===== src/rtl/ds_pkg.sv =====
// ds_pkg: shared defaults and forwarding-stage indices for the decode-stage issue controller.
package ds_pkg;
  localparam int DEF_XLEN = 32;
  localparam int DEF_AW = 5;
  localparam logic [31:0] DEF_RESET_PC = 32'h1bfffffc;
  localparam int FWD_EX = 0;
  localparam int FWD_MS = 1;
  localparam int FWD_WS = 2;
endpackage


===== src/rtl/ds_issue_ctrl_fwd_mux.sv =====
// ds_fwd_mux: resolves one source operand through a youngest-first forwarding network.
module ds_fwd_mux #(
  parameter int XLEN = 32,
  parameter int AW = 5,
  parameter int NFWD = 3
) (
  input  logic [AW-1:0]        src_addr_i,
  input  logic [XLEN-1:0]      rf_rdata_i,
  input  logic [NFWD-1:0]      fwd_we_i,
  input  logic [NFWD*AW-1:0]   fwd_waddr_i,
  input  logic [NFWD*XLEN-1:0] fwd_wdata_i,
  input  logic [NFWD-1:0]      fwd_rdy_i,
  output logic [XLEN-1:0]      value_o,
  output logic                 not_ready_o
);
  // Scan oldest to youngest so the youngest hit overwrites any older one.
  always_comb begin
    value_o = rf_rdata_i;
    not_ready_o = 1'b0;
    for (int j = NFWD - 1; j >= 0; j--) begin
      if (fwd_we_i[j] && src_addr_i != '0 && fwd_waddr_i[j*AW +: AW] == src_addr_i) begin
        value_o = fwd_wdata_i[j*XLEN +: XLEN];
        not_ready_o = !fwd_rdy_i[j];
      end
    end
  end
endmodule


===== src/rtl/ds_issue_ctrl.sv =====
// ds_issue_ctrl: IF/ID register, issue handshake, operand forwarding and hazard-stall accounting.
module ds_issue_ctrl
  import ds_pkg::*;
#(
  parameter int XLEN = DEF_XLEN,
  parameter int AW = DEF_AW,
  parameter int NSRC = 2,
  parameter int NFWD = 3,
  parameter logic [XLEN-1:0] RESET_PC = DEF_RESET_PC,
  parameter int SCNT_W = 32
) (
  input  logic                 clk,
  input  logic                 resetn,
  input  logic                 fs_to_ds_valid,
  input  logic [31:0]          fs_inst,
  input  logic [XLEN-1:0]      fs_pc,
  output logic                 ds_allowin,
  input  logic                 es_allowin,
  output logic                 ds_to_es_valid,
  output logic                 ds_valid,
  output logic [31:0]          ds_inst,
  output logic [XLEN-1:0]      ds_pc,
  input  logic                 flush,
  input  logic [NSRC*AW-1:0]   src_addr,
  input  logic [NSRC-1:0]      src_need,
  input  logic [NSRC*XLEN-1:0] rf_rdata,
  input  logic [NFWD-1:0]      fwd_we,
  input  logic [NFWD*AW-1:0]   fwd_waddr,
  input  logic [NFWD*XLEN-1:0] fwd_wdata,
  input  logic [NFWD-1:0]      fwd_rdy,
  output logic [NSRC*XLEN-1:0] src_value,
  output logic                 stall,
  output logic [SCNT_W-1:0]    stall_cnt
);
  logic ds_valid_q, ds_valid_d;
  logic [31:0] ds_inst_q, ds_inst_d;
  logic [XLEN-1:0] ds_pc_q, ds_pc_d;
  logic [SCNT_W-1:0] stall_cnt_q, stall_cnt_d;
  logic [NSRC-1:0] src_nrdy;
  logic load;
  for (genvar i = 0; i < NSRC; i++) begin : g_src
    ds_fwd_mux #(.XLEN(XLEN), .AW(AW), .NFWD(NFWD)) u_mux (
      .src_addr_i  (src_addr[i*AW +: AW]),
      .rf_rdata_i  (rf_rdata[i*XLEN +: XLEN]),
      .fwd_we_i    (fwd_we),
      .fwd_waddr_i (fwd_waddr),
      .fwd_wdata_i (fwd_wdata),
      .fwd_rdy_i   (fwd_rdy),
      .value_o     (src_value[i*XLEN +: XLEN]),
      .not_ready_o (src_nrdy[i])
    );
  end
  assign stall = ds_valid_q & |(src_need & src_nrdy);
  assign ds_allowin = !ds_valid_q | (!stall & es_allowin);
  assign ds_to_es_valid = ds_valid_q & !stall;
  assign ds_valid = ds_valid_q;
  assign ds_inst = ds_inst_q;
  assign ds_pc = ds_pc_q;
  assign stall_cnt = stall_cnt_q;
  assign load = ds_allowin & fs_to_ds_valid;
  // Payload may load during a flush; it is dead because valid drops.
  always_comb begin
    ds_valid_d = flush ? 1'b0 : ds_allowin ? fs_to_ds_valid : ds_valid_q;
    ds_inst_d = load ? fs_inst : ds_inst_q;
    ds_pc_d = load ? fs_pc : ds_pc_q;
    stall_cnt_d = (stall & !flush & ~&stall_cnt_q) ? stall_cnt_q + SCNT_W'(1) : stall_cnt_q;
  end
  always_ff @(posedge clk or negedge resetn) begin
    if (!resetn) begin
      ds_valid_q <= 1'b0;
      ds_inst_q <= '0;
      ds_pc_q <= RESET_PC;
      stall_cnt_q <= '0;
    end else begin
      ds_valid_q <= ds_valid_d;
      ds_inst_q <= ds_inst_d;
      ds_pc_q <= ds_pc_d;
      stall_cnt_q <= stall_cnt_d;
    end
  end
endmodule


===== config.mk =====
export PLATFORM = sky130hd
export DESIGN_NAME = ds_issue_ctrl
export DESIGN_NICKNAME = d
export VERILOG_FILES = /design/src/rtl/ds_pkg.sv /design/src/rtl/ds_issue_ctrl_fwd_mux.sv /design/src/rtl/ds_issue_ctrl.sv
export SDC_FILE = /design/constraint.sdc
export NUM_CORES = 1
export LEC_CHECK = 0
export BUFFER_PORTS_ARGS = -buffer_cell sky130_fd_sc_hd__buf_4
export CELL_PAD_IN_SITES_DETAIL_PLACEMENT = 0
export CELL_PAD_IN_SITES_GLOBAL_PLACEMENT = 1
export CORE_AREA = 5 5 164 166
export DETAILED_ROUTE_END_ITERATION = 12
export DIE_AREA = 0 0 169 171
export GPL_ROUTABILITY_DRIVEN = 0
export PLACE_DENSITY = 0.7
export SLEW_MARGIN = 0
export SYNTH_ARGS = -nofsm -noshare
export SYNTH_HDL_FRONTEND = slang
export SYNTH_SLANG_ARGS = --single-unit

===== constraint.sdc =====
create_clock -name clk -period 6 [get_ports clk]
set_input_delay 1.8 -clock clk [delete_from_list [all_inputs] [get_ports clk]]
set_output_delay 1.8 -clock clk [all_outputs]
set_load 0.02 [all_outputs]

* Word level (Yosys, flattened, before mapping)
Cells that the tools add are included.
** Operators by class
- Add/subtract/negate cells :: 1
- Equal/unequal tests :: 6
- Muxes and demuxes :: 14
- Bitwise logic cells :: 8
- Reduce and logical (&&, ||, !) cells :: 24
** Operator list (number)
- 32-bit 2-to-1 mux :: 6
- 32-bit by 1-bit adder with 32-bit output (second input constant) :: 1
- 32-bit AND reduction :: 1
- 5-bit == test :: 6
- 1-bit logical AND :: 12
- 5-bit nonzero test :: 2
- 1-bit 2-to-1 mux :: 8
- 1-bit zero test :: 7
- 1-bit AND :: 6
- 2-bit AND :: 1
- 2-bit nonzero test :: 1
- 2-bit OR reduction :: 1
- 1-bit bitwise OR :: 1
** Storage, ports and cells
- Register bits :: 97
- Input bits :: 262
- Output and inout port bits :: 164
- Logic and storage cells :: 57

* Longest topological paths before layout
- Depth in word-level cells :: 14
- Depth in mapped cells :: 9
- Mapped depth without buffers :: 7

* Cells and area by module
Synthesis repeated with hierarchy kept, for this count alone.
** Unflattened totals
- Cell total of the unflattened synthesis :: 715
- Area, all modules :: 7365.8 um2
** By module, submodules not included
- ds_issue_ctrl :: times used 1, cells an instance 283, area an instance 4020.1 um2, sequential area each 2459.9 um2
- ds_fwd_mux :: times used 2, cells an instance 216, area an instance 1672.9 um2, sequential area each 0.0 um2

* Least setup slack after synthesis
No wires, ideal clock.
- Kind :: input to output
- Start point :: input port src_addr[6]
- End point :: output port src_value[35]
- Arrival time :: 3707 ps
- Data required time :: 4200 ps
- Slack :: 493 ps
- Stages :: 8
- Path buffers :: 2
- Path through :: or4_1 -> nor2_1 -> or3_1 -> clkbuf_1 -> clkbuf_1 -> nor2_1 -> a211oi_1 -> a21o_1
** On the way
- Word-level cells in the longest chain between the ends :: 6
- Elaborated cells between the ends (all ways) :: 13
- Classes of those cells :: eq/ne: 3; mux: 3; reduce/logical: 7
** RTL lines
- from (decl) :: RTL line ds_issue_ctrl.sv:24 : input logic [NSRC*AW-1:0] src_addr,
- 5-bit nonzero test :: RTL line ds_issue_ctrl_fwd_mux.sv:21 : if (fwd_we_i[j] && src_addr_i != '0 && fwd_waddr_i[j*AW +: AW] == src_addr_i) begin
- 1-bit logical AND (2 in a row) :: RTL line ds_issue_ctrl_fwd_mux.sv:21
- 32-bit 2-to-1 mux (2 in a row) :: RTL line ds_issue_ctrl_fwd_mux.sv:21
- 32-bit 2-to-1 mux (*) :: RTL line ds_issue_ctrl_fwd_mux.sv:21
- to (decl) :: RTL line ds_issue_ctrl.sv:31 : output logic [NSRC*XLEN-1:0] src_value,
Every way passes the cells marked *; elsewhere a longest branch is shown, timed or not.

* Worst setup path after layout
- Start point :: input port src_addr[6]
- End point :: output port stall
** On the way
- Word-level cells in the longest chain between the ends :: 9
- Elaborated cells between the ends (all ways) :: 16
- Classes of those cells :: eq/ne: 3; mux: 3; bitwise: 2; reduce/logical: 8
** RTL lines
- 5-bit nonzero test :: RTL line ds_issue_ctrl_fwd_mux.sv:21
- 1-bit logical AND (2 in a row) :: RTL line ds_issue_ctrl_fwd_mux.sv:21
- 1-bit 2-to-1 mux (2 in a row) :: RTL line ds_issue_ctrl_fwd_mux.sv:21
- 1-bit 2-to-1 mux (*) :: RTL line ds_issue_ctrl_fwd_mux.sv:21
- 2-bit AND (*) :: RTL line ds_issue_ctrl.sv:53 : assign stall = ds_valid_q & |(src_need & src_nrdy);
- 2-bit OR reduction (*) :: RTL line ds_issue_ctrl.sv:53
- 1-bit AND (*) :: RTL line ds_issue_ctrl.sv:53
- to (decl) :: RTL line ds_issue_ctrl.sv:32 : output logic stall,
Marked as above.

==> results.ini <==
[sta]
setup_tns_ns = 0
rsz0062_at_grt = no
report.final.hold_viol_count = 0
slew_violations = 0
min_period_ns = 5.800
fmax_ghz = 0.1724
period_share_pct = 96.66
finalClockSkew_ns = 0.01142
worstMarginPinSlew_ns = 0.8741
finalSetupViolations = 0
slew_headroom_pct = 41.72

[logic_synthesis]
syn_nets = 920
synth_compound_area_share_pct = 16.05
ys_warn_count = 0
avgSynthCellArea_um2 = 10.36
synth-xor-area-share_pct = 7.852
syn_area_um2 = 6804
ys_top_cells_by_count = nor2_1, dfrtp_1, a21o_1, a211oi_1, mux2i_1
synth_flop_cell = dfrtp_1
synthSimpleGateAreaFrac_pct = 12.47
async_flop_share_pct = 100.0
seq_area_frac_synth_pct = 36.15
synth_top_family_by_area = multiplexers
ys_ff_latch = 97
synth-edff-count = 0
netlist_instances = 657
synth_area_leaders = dfrtp_1, mux2_4, dfstp_2, mux2i_1, a21o_1
synth_adder_area_share_pct = 0.1839
synth_cell_type_count = 43
synthMostInstantiatedCell = nor2_1
netlist.area_leader.share_pct = 26.11
synth_largest_area_cell = dfrtp_1
muxShareOfSynthArea_pct = 23.48

[worst_setup_path]
critPathKind = in -> out
cp_max_fo = 7
crit_path_max_incr_delay_ns = 0.54
crit_path_end_kind = output port
critical_path_arrival_ns = 4.00
crit_required_ns = 4.20
worstPathCellList = buf_4 -> or4_1 -> nor2_1 -> nor3_1 -> o211ai_1 -> a21oi_1 -> nor2_1 -> buf_4
cpMaxStageDelayCell = or4_1
start_kind = input port

[drt]
routed_wl_um = 27980
vias_per_cell = 4.783
drt_iter0_drc = 199
firstDrtPassIters = 4
drc = 0
wl_per_cell_um = 20.00
vias = 6692
ant_nets = 0

[layout]
final_nets = 1322
layout-drive-gt1-share_pct = 52.16
final_core_util_pct = 41.95
area_growth_pct = 57.02
antenna_cells = 0
instances_no_fill = 1399

[cts]
cts_resized = 0
cts.sinks = 97
clkSlewWorstSetupHoldPaths_ns = 0.07
h-tree-depth = 3
clk-insertion-delay-late_ns = 0.34
tritoncts = yes
clk_path_buf_depth = 2
cts_hold_buf = 0
cts_root_buf = clkbuf_16
post_cts_buffers = 0
cts_made_buffers = 9

[global_route]
grt-ovfl-total = 0
grt_pass1_wl_um = 41500
antenna_found_initial = 0
grt_start_max_net_pins = 65
grt_pass1_vias = 7062
grt_usage_pct = 18.29

[die]
die_y_um = 171
num_rows = 59
dieArea_um2 = 28900
core_area_um2 = 25470
start_util_pct = 26.72
num_io_pins = 426
die_w_um = 169

[hold_path]
min_path_type = reg -> reg

[power_and_ir_drop]
power_density_nw_per_um2 = 193.3
p_leak_nw = 5.240
vdd_drop_max_v = 0.0001706

[placement]
port_buffers = 425
hpwl_um = 22610
dp_cells = 1383

[run]
cap_violations = 0

[run_status]
status = completed

-- state kept, by name, indices dropped and copies added, names as in the netlist --
register and cells:
ds_inst 32, ds_pc 32, stall_cnt 32, ds_valid 1
-- cells by family after synthesis --
group	Yosys count
AOI/OAI and AO/OA	142
buffers and inverters	54
xor gates and xnor gates	61
adders and majority gates	1
and+or+nand+nor	173
DFF	97
muxes	129
-- power breakdown --
part / total, mW / leakage [nW] / internal, mW / switching [mW]
clock network: 0.578 / 0.146 / 0.297 / 0.281
registers: 0.767 / 1.18 / 0.729 / 0.0379
logic: 0.719 / 3.92 / 0.384 / 0.335
-- stage by stage --
stage	worst slack, ns	hold WS (ns)	cell area (µm²)	total power [mW]
finish	0.2005	0.4964	10680	2.065
global route	0.03913	0.5142	10680	2.166
CTS	0.1460	0.4976	10680	2.093
detailed placement	0.1526	0.4864	10380	1.506
global placement	0.1628	0.4809	10380	1.502
floorplan	0.4929	0.5891	6804	1.130
-- cells in the final DEF (no fill, tap or decap), types with 7 or more instances in the layout --
cell type  instances
clkbuf_16          9
nand4_1           18
a21o_1            65
xnor2_1           46
xor2_1            15
mux2i_1           64
and3_1             9
nand2_1            8
nor2_1            78
dfrtp_1           71
buf_4            432
a211oi_1          64
mux2_4            60
nand3_1           29
inv_1              7
dfstp_2           26
-- cell type report --
type	instances	area (µm²)
timing repair buffer	438	3363
fill	2561	14780
clock buffer	9	225.2
clock inverter	7	80.08
inverter	7	26.28
tap	335	419.2
multi-input combinational	506	4110
sequential	97	2460
-- final timing paths --
check                                           from                   endpoint  depth (start not counted)  slack (ns)
min in group asynchronous                     resetn    ds_inst[31]$_DFFE_PN0P_                          1        1.54
hold reg to reg            stall_cnt[31]$_DFFE_PN0P_  stall_cnt[31]$_DFFE_PN0P_                          1        0.50
max in group asynchronous                     resetn      ds_pc[22]$_DFFE_PN1P_                          2        3.45
hold / removal             stall_cnt[31]$_DFFE_PN0P_  stall_cnt[31]$_DFFE_PN0P_                          1        0.50
setup / recovery                         src_addr[6]                      stall                          8        0.20
setup reg to reg            stall_cnt[3]$_DFFE_PN0P_  stall_cnt[15]$_DFFE_PN0P_                          7        3.01
-- critical path: cells and delay by family --
kind	cells	cell delay, ns
AO/OA/AOI/OAI	2	0.61
buffers and inverters	2	0.33
AND/OR/NAND/NOR	4	1.26
-- routing by layer --
| metal | global-route usage, % | part of all wire (%) | up-vias |
|---|---|---|---|
| met5 | 0 | 0 | - |
| met4 | 4.480 | 2.2 | 0 |
| met3 | 7.278 | 10 | 23 |
| met2 | 33.06 | 51 | 279 |
| met1 | 20.17 | 37 | 3165 |
| li1 | - | - | 3225 |
Note: power is estimated with default switching activity, not from simulation.
